`config.mk`:
```
export PLATFORM = sky130hd
export DESIGN_NAME = bpsk_demod_v1_0_s00_axis
export DESIGN_NICKNAME = d
export VERILOG_FILES = /design/src/rtl/bpsk_demod_v1_0_s00_axis.sv
export SDC_FILE = /design/constraint.sdc
export NUM_CORES = 1
export LEC_CHECK = 0
export BUFFER_PORTS_ARGS = -buffer_cell sky130_fd_sc_hd__buf_2
export CAP_MARGIN = 25
export CELL_PAD_IN_SITES_DETAIL_PLACEMENT = 1
export CELL_PAD_IN_SITES_GLOBAL_PLACEMENT = 1
export CORE_MARGIN = 4
export CORE_UTILIZATION = 49
export CTS_CLUSTER_DIAMETER = 200
export DETAILED_ROUTE_END_ITERATION = 7
export HOLD_SLACK_MARGIN = 0.15
export MAX_ROUTING_LAYER = met4
export PLACE_DENSITY_LB_ADDON = 0.1
export SETUP_SLACK_MARGIN = 0.4
export SLEW_MARGIN = 10
export SYNTH_ARGS = -nofsm -noshare
export SYNTH_HDL_FRONTEND = slang
export SYNTH_SLANG_ARGS = --single-unit
```
`constraint.sdc`:
```
create_clock -name S_AXIS_ACLK -period 5.8 [get_ports S_AXIS_ACLK]
set_input_delay 0.58 -clock S_AXIS_ACLK [delete_from_list [all_inputs] [get_ports S_AXIS_ACLK]]
set_output_delay 0.58 -clock S_AXIS_ACLK [all_outputs]
set_load 0.005 [all_outputs]
```
`src/rtl/bpsk_demod_v1_0_s00_axis.sv`:
```
// BPSK receive correlator: multiplies each accepted carrier sample by a local
// square-wave reference (sign of a free-running phase accumulator), integrates
// over one symbol and decides the bit from the sign of the integral.
// Optional lock detector compiled in with `define BPSK_DEMOD_LOCK_EN.
//
// Handshakes: a transfer happens on a rising edge where valid & ready are both
// high; valid never depends on ready, and a source holds data stable while
// valid is high and ready is low.
module bpsk_demod_v1_0_s00_axis #(
  parameter int                     PHASE_WIDTH = 16,
  parameter logic [PHASE_WIDTH-1:0] PHASE_INC   = 16'd4096,
  parameter int                     SYMBOL_LEN  = 32,
  parameter int                     ACC_WIDTH   = 32,
  parameter int                     LOCK_THRESH = 1000
) (
  input  logic        S_AXIS_ACLK,
  input  logic        S_AXIS_ARESETN,
  input  logic        S_AXIS_TVALID,
  output logic        S_AXIS_TREADY,
  input  logic [15:0] S_AXIS_TDATA,
  input  logic        demod_en,
  output logic        bit_tvalid,
  input  logic        bit_tready,
  output logic        bit_tdata,
  output logic        lock,
  output logic        overrun
);

  localparam int                 CNT_W    = $clog2(SYMBOL_LEN);
  localparam logic [CNT_W-1:0]   LAST_CNT = CNT_W'(SYMBOL_LEN - 1);

  // Elaboration-time parameter sanity checks.
  if (ACC_WIDTH < 17 + $clog2(SYMBOL_LEN)) begin : g_bad_acc
    $error("ACC_WIDTH too small for SYMBOL_LEN");
  end
  if (LOCK_THRESH < 0) begin : g_bad_thresh
    $error("LOCK_THRESH must be non-negative");
  end

  logic [PHASE_WIDTH-1:0] phase_q, phase_d;
  logic [CNT_W-1:0]       cnt_q, cnt_d;
  logic [ACC_WIDTH-1:0]   integ_q, integ_d;
  logic                   bit_tvalid_q, bit_tvalid_d;
  logic                   bit_tdata_q, bit_tdata_d;
  logic                   overrun_q, overrun_d;

  logic [ACC_WIDTH-1:0]   sample_ext;
  logic [ACC_WIDTH-1:0]   prod;
  logic [ACC_WIDTH-1:0]   f_val;
  logic                   last;
  logic                   stall;
  logic                   accept;
  logic                   decide;

  // Correlator datapath and stall decision for the sample being offered.
  always_comb begin
    // Sign-extend first so negating -32768 stays representable.
    sample_ext = {{(ACC_WIDTH-16){S_AXIS_TDATA[15]}}, S_AXIS_TDATA};
    prod       = phase_q[PHASE_WIDTH-1] ? -sample_ext : sample_ext;
    f_val      = integ_q + prod;
    last       = (cnt_q == LAST_CNT);
    // Only the symbol-closing sample has to wait for room in the bit register.
    stall      = last & demod_en & bit_tvalid_q & ~bit_tready;
    S_AXIS_TREADY = S_AXIS_ARESETN & ~stall;
    accept     = S_AXIS_TVALID & S_AXIS_TREADY;
    decide     = accept & demod_en & last;
  end

  // Next-state for integrator, counters, bit register and overrun flag.
  always_comb begin
    phase_d      = phase_q;
    cnt_d        = cnt_q;
    integ_d      = integ_q;
    bit_tvalid_d = bit_tvalid_q;
    bit_tdata_d  = bit_tdata_q;
    overrun_d    = overrun_q | (stall & S_AXIS_TVALID);
    if (bit_tvalid_q & bit_tready) begin
      bit_tvalid_d = 1'b0;
    end
    if (!demod_en) begin
      // Disabled: symbol timing held at the start, samples discarded.
      phase_d = '0;
      cnt_d   = '0;
      integ_d = '0;
    end else if (accept) begin
      phase_d = phase_q + PHASE_INC;
      if (last) begin
        integ_d      = '0;
        cnt_d        = '0;
        bit_tdata_d  = f_val[ACC_WIDTH-1];
        bit_tvalid_d = 1'b1;
      end else begin
        integ_d = f_val;
        cnt_d   = cnt_q + 1'b1;
      end
    end
  end

  // State registers with synchronous active-low reset.
  always_ff @(posedge S_AXIS_ACLK) begin
    if (!S_AXIS_ARESETN) begin
      phase_q      <= '0;
      cnt_q        <= '0;
      integ_q      <= '0;
      bit_tvalid_q <= 1'b0;
      bit_tdata_q  <= 1'b0;
      overrun_q    <= 1'b0;
    end else begin
      phase_q      <= phase_d;
      cnt_q        <= cnt_d;
      integ_q      <= integ_d;
      bit_tvalid_q <= bit_tvalid_d;
      bit_tdata_q  <= bit_tdata_d;
      overrun_q    <= overrun_d;
    end
  end

  assign bit_tvalid = bit_tvalid_q;
  assign bit_tdata  = bit_tdata_q;
  assign overrun    = overrun_q;

`ifdef BPSK_DEMOD_LOCK_EN
  logic [2:0]           strong_cnt_q, strong_cnt_d;
  logic                 lock_q, lock_d;
  logic [ACC_WIDTH-1:0] f_abs;
  logic                 strong;

  // Lock detector: four consecutive strong decisions raise lock.
  always_comb begin
    f_abs        = f_val[ACC_WIDTH-1] ? -f_val : f_val;
    strong       = (f_abs >= ACC_WIDTH'(LOCK_THRESH));
    strong_cnt_d = strong_cnt_q;
    lock_d       = lock_q;
    if (!demod_en) begin
      strong_cnt_d = '0;
      lock_d       = 1'b0;
    end else if (decide) begin
      if (strong) begin
        if (strong_cnt_q != 3'd4) begin
          strong_cnt_d = strong_cnt_q + 3'd1;
        end
        lock_d = (strong_cnt_q >= 3'd3);
      end else begin
        strong_cnt_d = '0;
        lock_d       = 1'b0;
      end
    end
  end

  // Lock detector registers.
  always_ff @(posedge S_AXIS_ACLK) begin
    if (!S_AXIS_ARESETN) begin
      strong_cnt_q <= '0;
      lock_q       <= 1'b0;
    end else begin
      strong_cnt_q <= strong_cnt_d;
      lock_q       <= lock_d;
    end
  end

  assign lock = lock_q;
`else
  assign lock = 1'b0;
`endif

endmodule

```
==> flow_summary_export.csv, run 1 <==
group,metric,value,unit
finish,antenna_cells,0,
clocking,post_cts_buffers,0,
worst_hold_path,hold_depth,2,
synthesis,yosys-top-cells-area,"dfxtp_1, ha_1, o21ai_0",
synthesis,synth_xor_area_share,9.64,%
worst_setup_path,cp_common_cell,"o21ai_0",
clocking,clkTransAtPathRegs,100,ps
route,wl,11300,um
finish,syn_to_final_growth,7.22,%
grt,antenna_found_initial,0,
worst_setup_path,slowest_delay,560,ps
worst_setup_path,worst-setup-path-type,"in -> reg",
worst_setup_path,cp-endpoint,"integ_q[24]",
finish,fillers,961,
finish,multi_input_area,2790,um^2
timing,finalSetupTns,0,ps
worst_setup_path,path_cells,"buf_2 -> or3_1 -> or4_4 -> or3_4 -> nor4_4 -> inv_1 -> ha_1 -> o21ai_0 -> ha_1 -> a21oi_1 -> o21ai_0 -> a221oi_1 -> nand2_1 -> o21ai_0 -> xor2_1 -> o21ai_0",
worst_setup_path,cp-startpoint,"S_AXIS_TDATA[1]",
timing,timing.fmax,221,MHz
worst_setup_path,rr_worst_depth,10,
clocking,cts_htree_levels,2,
timing,worst-slew-pin-transition,925,ps
power_and_ir_drop,power,683,uW
timing,hold_violations,0,
synthesis,synth_top_family_by_area,"compound AO/OA/AOI/OAI gates",
synthesis,yosys.cell_count.top_type,"nand2_1",
placement,io_buffers,24,
synthesis,synth.avg_cell_area,7.63,um^2
placement,place_congestion,0.871,
synthesis,synth_area,3810,um^2
route,drt_first_pass_iters,4,
synthesis,async_reset_ff_share,0,%
clocking,ctsHoldBuffers,0,
route,avgRoutedWirePerCell,18.5,um
synthesis,synth_fa_ha_area_share,14.6,%
worst_setup_path,reg2reg_to,"integ_q[29]",
worst_setup_path,cp_max_fo,8,
timing,slew_headroom,38.1,%
synthesis,yosysSeqAreaShare,23.1,%
timing,rsz0062_at_grt,"no",
worst_setup_path,r2r_start,"cnt_q[0]",
synthesis,synth_warnings,0,
grt,gr-total-overflow,0,
grt,grt_pass1_wl,18600,um
clocking,cts_tree,"built",
route,via_per_inst,6.13,
grt,grt_max_degree,27,
grt,grt_pass1_vias,3824,
route,drt-initial-drc-count,182,
synthesis,synth_ff_type,"dfxtp_1",
timing,period_share,78.1,%
clocking,cts_made_buffers,5,
floorplanning,die-height,96.2,um
grt,grt.total_usage,26.3,%
finish,nets,578,
worst_setup_path,crit_family,"simple AND/OR/NAND/NOR gates",
timing,finalMaxSlewViolations,0,
synthesis,synth_commonest_cells,"nand2_1, o21ai_0, dfxtp_1, ha_1",
synthesis,synth-simple-area-share,21.6,%
floorplanning,start_util,51.5,%
synthesis,synthesis.nets,565,
worst_setup_path,path_buf_inv,2,
power_and_ir_drop,peakVddDrop,0.0000900,V
worst_setup_path,crit_path_start_kind,"input pin",
route,drcViolationCount,0,
power_and_ir_drop,leakage,1.73,nW
floorplanning,ios,26,
worst_setup_path,endpoint_kind,"flop",
timing,period_needed,4530,ps
synthesis,synth.area.mux_share,0.262,%
power_and_ir_drop,p_per_area,167,nW/um^2
worst_hold_path,min_path_type,"reg -> reg",
route,ant_nets,0,
synthesis,ys_types,56,
placement,hpwl,8760,um
worst_setup_path,required,5970,ps
clocking,root_buffer,"clkbuf_8",
worst_setup_path,rrSetupSlack,1760,ps
synthesis,synth-compound-area-share,26.9,%
worst_setup_path,worst_path_max_delay_cell,"a221oi_1",
synthesis,synth_top_cell_by_area,"dfxtp_1",
outcome,status,"complete, no violations",
synthesis,synth_cells,500,
worst_setup_path,critPathArrivalTime,4700,ps
clocking,post_cts_resized,0,
clocking,clk_latency,310,ps
timing,finalSetupViolCount,0,
floorplanning,die_w,96.2,um
synthesis,netlist.area_leader.share,23.1,%
synthesis,ys_seq_elements,44,
worst_setup_path,path_depth,16,
floorplanning,die-area,9260,um^2
timing,finalClockSkew,14.9,ps
synthesis,synth-edff-count,0,
floorplanning,fp-row-count,31,
clocking,cts.sink_count,44,
clocking,clockBufferDepth,2,
finish,seq_area,881,um^2
job,cap_viol_max_count,0,
route,via_count,3760,
finish,drive_above_1_share,8.56,%
floorplanning,coreArea,7410,um^2
power by group:
part,internal (mW),leakage [nW],switching (mW)
Combinational,0.0586,1.32,0.0986
Clock,0.0955,0.0510,0.117
Sequential,0.309,0.356,0.00476
Total,0.463,1.73,0.220
sequential cells by signal, summed over array words and instances, names as in the netlist:
signal and count:
cnt_q 5, phase_q 4, integ_q 32, bit_tvalid 1, bit_tdata 1, overrun 1
area by class of cell:
cell class,count,area share [%]
repair buffers,27,3.49
clock inverters,2,0.245
flip-flops and latches,44,21.5
inverters,16,1.47
multi-input cells,419,68.2
clock buffers,6,2.02
well taps,99,3.03
logic make-up after synthesis:
family                   after synthesis
XOR/XNOR                              42
AO/OA/AOI/OAI                        163
AND/OR/NAND/NOR                      168
adder cells (fa/ha/maj)               44
buffers and inverters                 37
multiplexers                           1
flip-flops                            44
other                                  1
routing by layer:
| metal | wire length, um | vias to the layer above | GRT usage, % |
|---|---|---|---|
| li1 | - | 1841 | - |
| met1 | 5090 | 1814 | 32.5 |
| met2 | 5530 | 85 | 45.4 |
| met3 | 486 | 20 | 3.21 |
| met4 | 216 | 0 | 6.64 |
| met5 | 0 | - | - |
through the flow:
| step | setup WS, ps | cell area [um^2] | utilization, % | std cells | hold slack, ps |
|---|---|---|---|---|---|
| after global routing | 997 | 4090 | 55.2 | 613 | 504 |
| after CTS | 1280 | 4090 | 55.2 | 613 | 479 |
| after detailed placement | 955 | 4000 | 54.0 | 605 | 458 |
| final | 1270 | 4090 | 55.2 | 613 | 470 |
| after global placement | 1260 | 4000 | 54.0 | 605 | 441 |
| after floorplan | 1700 | 3810 | - | 500 | 432 |
cells in the final DEF, fill, tap and decap left out, drive strengths merged, types with 4 or more instances in the layout:
master   n
nor3    10
dfxtp   44
o21ai   56
a22oi   10
o31ai    5
buf     27
xor2    13
nand2b   5
a211o    4
a21o     6
inv     16
nand3   22
xnor2   29
clkbuf   6
nor2    39
a21oi   40
nand4    8
ha      43
or4      5
o211ai   8
o21a     7
nand2   59
or3      5
tightest hold or removal path: stages, from the launching register on:
cell and delay, ps:
dfxtp_1 340, nand2_1 50, o21ai_0 50
how the worst min path moves through the flow:
stage	start	endpoint	slack, ps
5_1_grt	integ_q[15]	integ_q[15]	500
2_1_floorplan	integ_q[11]	integ_q[11]	430
4_1_cts	integ_q[11]	integ_q[11]	480
3_5_place_dp	integ_q[11]	integ_q[11]	460
6_report	integ_q[11]	integ_q[11]	470
3_3_place_gp	integ_q[15]	integ_q[15]	440
No activity file was read; power rests on OpenSTA's default activity.
==> run 2, diff against run 1 <==
CORE_UTILIZATION = 46   (was 49)
clock period = 4.72 ns   (was 5.8 ns; I/O delays follow)
==> flow_summary_export.csv, run 2 (synthesis gave the netlist of run 1 again) <==
group,metric,value,unit
outcome,status,"complete, no violations",
finish,instances_no_fill,620,
worst_hold_path,min_path_type,"in -> reg",
timing,period_share,87.0,%
timing,rsz0062_at_grt,"no",
worst_setup_path,worst_path_max_delay_cell,"or4_4",
timing,hold_violations,0,
timing,finalMaxSlewViolations,0,
timing,timing.fmax,243,MHz
clocking,root_buffer,"clkbuf_8",
power_and_ir_drop,power,896,uW
worst_setup_path,slowest_delay,470,ps
clocking,cts.sink_count,44,
clocking,cts_htree_levels,2,
placement,io_buffers,24,
finish,final_common_cell,"nand2_1",
worst_setup_path,r2r_start,"phase_q[15]",
worst_setup_path,endpoint_kind,"flop",
grt,grt_max_degree,27,
timing,setup_ws,613,ps
placement,placed_area,4030,um^2
clocking,clk_latency,310,ps
worst_setup_path,cp-startpoint,"S_AXIS_TDATA[1]",
floorplanning,coreArea,7890,um^2
finish,seq_area,881,um^2
floorplanning,ios,26,
timing,finalSetupViolCount,0,
worst_setup_path,reg2reg_to,"integ_q[30]",
finish,postLayoutCellArea,4160,um^2
route,via_per_inst,6.09,
grt,gr-total-overflow,0,
placement,placed_cells,612,
floorplanning,start_util,48.4,%
timing,finalSetupTns,0,ps
finish,drive_above_1_share,9.85,%
route,drt_first_pass_iters,4,
finish,nets,582,
grt,grt_pass1_wl,18500,um
timing,whs,445,ps
clocking,clockBufferDepth,2,
route,via_count,3777,
floorplanning,fp-row-count,32,
worst_hold_path,hp-start,"S_AXIS_ARESETN",
worst_hold_path,hold_depth,2,
clocking,clkTransAtPathRegs,100,ps
floorplanning,die-area,9810,um^2
route,avgRoutedWirePerCell,18.2,um
placement,hpwl,8570,um
route,wl,11300,um
timing,finalClockSkew,10.4,ps
finish,syn_to_final_growth,9.12,%
power_and_ir_drop,peakVddDrop,0.000147,V
route,drcViolationCount,0,
worst_setup_path,rrSetupSlack,1070,ps
finish,top_regs,"integ_q (32), cnt_q (5), phase_q (4)",
route,ant_nets,0,
finish,final_cell_mix,"nand2_1, o21ai_0, dfxtp_1, ha_1",
worst_setup_path,path_cells,"buf_2 -> or3_1 -> or4_4 -> or3_4 -> nor4_4 -> inv_1 -> ha_1 -> o21ai_2 -> ha_1 -> a21oi_1 -> o21ai_0 -> a221oi_2 -> nand3_1 -> o21ai_1 -> xor2_1 -> o21ai_0",
worst_setup_path,critPathArrivalTime,4280,ps
power_and_ir_drop,p_per_area,215,nW/um^2
worst_setup_path,rr_worst_depth,10,
floorplanning,die_w,99.1,um
power_and_ir_drop,leakage,1.76,nW
worst_setup_path,cp_max_fo,5,
grt,grt.total_usage,23.8,%
finish,antenna_cells,0,
finish,top_register,"integ_q",
worst_setup_path,required,4890,ps
timing,worst-slew-pin-transition,826,ps
route,drt-initial-drc-count,127,
finish,multi_input_area,2810,um^2
finish,postLayoutCoreUtil,52.8,%
grt,antenna_found_initial,0,
finish,fillers,1003,
job,cap_viol_max_count,0,
placement,place_congestion,0.938,
worst_setup_path,worst-setup-path-type,"in -> reg",
grt,grt_pass1_vias,3812,
placement,pre_cts_ws,27.5,ps
worst_hold_path,hold_end,"overrun",
clocking,cts_made_buffers,5,
floorplanning,die-height,99.1,um
timing,period_needed,4110,ps
clocking,cts_tree,"built",
worst_setup_path,crit_path_start_kind,"input pin",
timing,slew_headroom,44.8,%
finish,largest_reg_flops,32,
run 2: cell types whose count changed in the layout (fill, tap and decap cells not counted), sizes merged:
cell,previous run,this run
buf,27,31
clkinvlp,0,1
bufinv,0,1
clkbuf,6,5
clkinv,2,0
inv,16,17
run 2: critical path, delay by kind of cell:
kind | cells | cell delay [ps]
buffers and inverters | 2 | 170
adder cells (fa/ha/maj) | 2 | 600
XOR/XNOR | 1 | 160
AND/OR/NAND/NOR | 5 | 1570
AO/OA/AOI/OAI | 6 | 1300
run 2: metal layers:
metal | track usage (%) | up-vias | share of wire [%]
li1 | - | 1850 | -
met1 | 29.8 | 1829 | 45
met2 | 40.1 | 82 | 50
met3 | 3.33 | 16 | 3.8
met4 | 6.41 | 0 | 1.4
met5 | - | - | 0
run 2: worst max-delay path by stage:
stage	end	slack [ps]
2_1_floorplan	integ_q[24]	730
3_3_place_gp	integ_q[24]	170
3_5_place_dp	integ_q[28]	30
4_1_cts	integ_q[21]	420
5_1_grt	integ_q[24]	470
6_report	integ_q[28]	610
run 2: what timing repair did:
item,in CTS,in global routing
hold buffers,0,0
setup buffers,0,0
setup endpoints to repair,2,8
resized for setup,1,3
pin swaps,0,1
run 2: area by class of cell:
class / instances / area share, %
clock buffer: 5 / 1.65
clock inverter: 3 / 1.11
inverter: 16 / 1.44
multi-input combinational: 419 / 67.4
sequential: 44 / 21.2
tap: 102 / 3.07
timing repair buffer: 31 / 4.15
run 2: power breakdown:
group | internal (mW) | switching [mW] | leakage, nW
registers | 0.379 | 0.00606 | 0.356
clock network | 0.160 | 0.156 | 0.0548
logic | 0.0736 | 0.121 | 1.35
total | 0.613 | 0.283 | 1.76
==> run 3, diff against run 2 <==
CORE_UTILIZATION = 49   (was 46)
clock period = 5.1 ns   (was 4.72 ns; I/O delays follow)
==> flow_summary_export.csv, run 3 (synthesis gave the netlist of run 1 again) <==
group,metric,value,unit
power_and_ir_drop,leakage,1.74,nW
route,drt_first_pass_iters,6,
floorplanning,die-area,9260,um^2
clocking,cts_made_buffers,5,
grt,grt_pass1_wl,19000,um
clocking,post_cts_buffers,0,
clocking,post_cts_resized,0,
route,wl,11500,um
placement,io_buffers,24,
clocking,clk_latency,300,ps
timing,period_share,84.3,%
clocking,ctsHoldBuffers,0,
route,via_per_inst,6.13,
clocking,cts_tree,"built",
finish,fillers,968,
route,top_layer,"met4",
worst_setup_path,rr_worst_depth,9,
worst_hold_path,min_path_type,"reg -> reg",
worst_setup_path,crit_family,"simple AND/OR/NAND/NOR gates",
timing,timing.fmax,232,MHz
power_and_ir_drop,p_per_area,201,nW/um^2
clocking,cts_htree_levels,2,
timing,finalSetupViolCount,0,
finish,nets,580,
worst_hold_path,hp-start,"cnt_q[4]",
worst_setup_path,critPathArrivalTime,4490,ps
route,via_count,3771,
floorplanning,fp-row-count,31,
worst_setup_path,path_cells,"buf_2 -> or4_1 -> or2_1 -> or3_4 -> nor4_4 -> inv_1 -> ha_1 -> o21ai_0 -> ha_1 -> a21oi_1 -> o21ai_0 -> a221oi_1 -> nand2_1 -> o21ai_0 -> xor2_1 -> o21ai_0",
timing,whs,470,ps
timing,hold_violations,0,
finish,final_cell_mix,"nand2_1, o21ai_0, dfxtp_1, ha_1",
floorplanning,die-height,96.2,um
placement,place_congestion,0.885,
worst_setup_path,cp_common_cell,"o21ai_0",
floorplanning,coreArea,7410,um^2
power_and_ir_drop,power,828,uW
route,ant_nets,0,
placement,hpwl,8920,um
finish,antenna_cells,0,
grt,antenna_found_initial,0,
outcome,status,"complete, no violations",
placement,placed_area,4010,um^2
route,wl_met2,5750,um
clocking,cts.sink_count,44,
power_and_ir_drop,swShare,31.6,%
finish,largest_reg_flops,32,
power_and_ir_drop,seq_power_share,43.1,%
worst_setup_path,slowest_delay,550,ps
worst_setup_path,required,5290,ps
grt,gr-total-overflow,0,
worst_setup_path,r2r_start,"phase_q[15]",
floorplanning,ios,26,
worst_setup_path,worst_path_max_delay_cell,"or4_1",
power_and_ir_drop,p_sw,262,uW
grt,grt_max_degree,27,
worst_setup_path,endpoint_kind,"flop",
timing,worst-slew-pin-transition,794,ps
worst_setup_path,cp_max_fo,8,
finish,final_common_cell,"nand2_1",
finish,drive_above_1_share,8.91,%
route,route.met3.wl,410,um
worst_hold_path,hold_depth,2,
clocking,clkTransAtPathRegs,100,ps
job,cap_viol_max_count,0,
worst_setup_path,crit_path_start_kind,"input pin",
worst_setup_path,path_buf_inv,2,
timing,finalSetupTns,0,ps
clocking,root_buffer,"clkbuf_8",
floorplanning,start_util,51.5,%
route,avgRoutedWirePerCell,18.7,um
finish,syn_to_final_growth,8.20,%
route,drcViolationCount,0,
power_and_ir_drop,internal_power,567,uW
clocking,clockBufferDepth,2,
power_and_ir_drop,p_comb_share,21.7,%
timing,slew_headroom,46.9,%
power_and_ir_drop,clockPowerShare,35.2,%
timing,rsz0062_at_grt,"no",
route,drt-initial-drc-count,119,
floorplanning,die_w,96.2,um
grt,grt.total_usage,27.0,%
worst_setup_path,worst-setup-path-type,"in -> reg",
worst_setup_path,path_depth,16,
timing,finalClockSkew,5.38,ps
route,wl_met1,5100,um
grt,grt_pass1_vias,4020,
placement,placed_cells,607,
finish,instances_no_fill,615,
worst_setup_path,cp-startpoint,"S_AXIS_TDATA[8]",
finish,top_register,"integ_q",
finish,top_regs,"integ_q (32), cnt_q (5), phase_q (4)",
finish,postLayoutCellArea,4130,um^2
power_and_ir_drop,peakVddDrop,0.000104,V
timing,period_needed,4300,ps
timing,finalMaxSlewViolations,0,
## run 3: changes by cell type in the layout (fill, tap and decap cells not counted), sizes merged
cell,previous run,this run
buf,31,29
## run 3: worst reg2reg max path: cells and delay by family, from the launching register on
kind,cells,cell delay (ps)
xor+xnor,1,190
fa+ha+maj,1,400
simple gates,2,670
compound gates,5,1550
flops,1,790
## run 3: cell type report
class | count | area (um^2) | area share [%]
repair buffers | 29 | 158 | 3.82
clock buffers | 5 | 68.8 | 1.67
well taps | 99 | 124 | 3.00
multi-input cells | 419 | 2790 | 67.6
inverters | 16 | 60.1 | 1.45
clock inverters | 3 | 46.3 | 1.12
flip-flops and latches | 44 | 881 | 21.3
## run 3: stage by stage
| step | setup WS [ps] | util (%) |
|---|---|---|
| floorplan | 1070 | - |
| global placement | 664 | 54.2 |
| detailed placement | 520 | 54.2 |
| CTS | 831 | 55.7 |
| global route | 480 | 55.7 |
| finish | 798 | 55.7 |
## run 3: worst paths after layout
path / endpoint / slack [ps]
setup / recovery: integ_q[24] / 800
hold / removal: cnt_q[4] / 470
setup reg to reg: bit_tdata / 1400
hold reg to reg: cnt_q[4] / 470
## run 3: power groups by stage
stage | Clock (mW) | Sequential [mW] | Combinational, mW
2_1_floorplan | 0 | 0.363 | 0.125
3_3_place_gp | 0 | 0.364 | 0.170
3_5_place_dp | 0 | 0.364 | 0.177
4_1_cts | 0.295 | 0.357 | 0.179
5_1_grt | 0.314 | 0.357 | 0.201
6_report | 0.292 | 0.357 | 0.180
## run 3: metal layers
| layer | global-route usage, % | vias up |
|---|---|---|
| li1 | - | 1841 |
| met1 | 31.6 | 1837 |
| met2 | 47.2 | 73 |
| met3 | 4.46 | 20 |
| met4 | 7.70 | 0 |
| met5 | - | - |
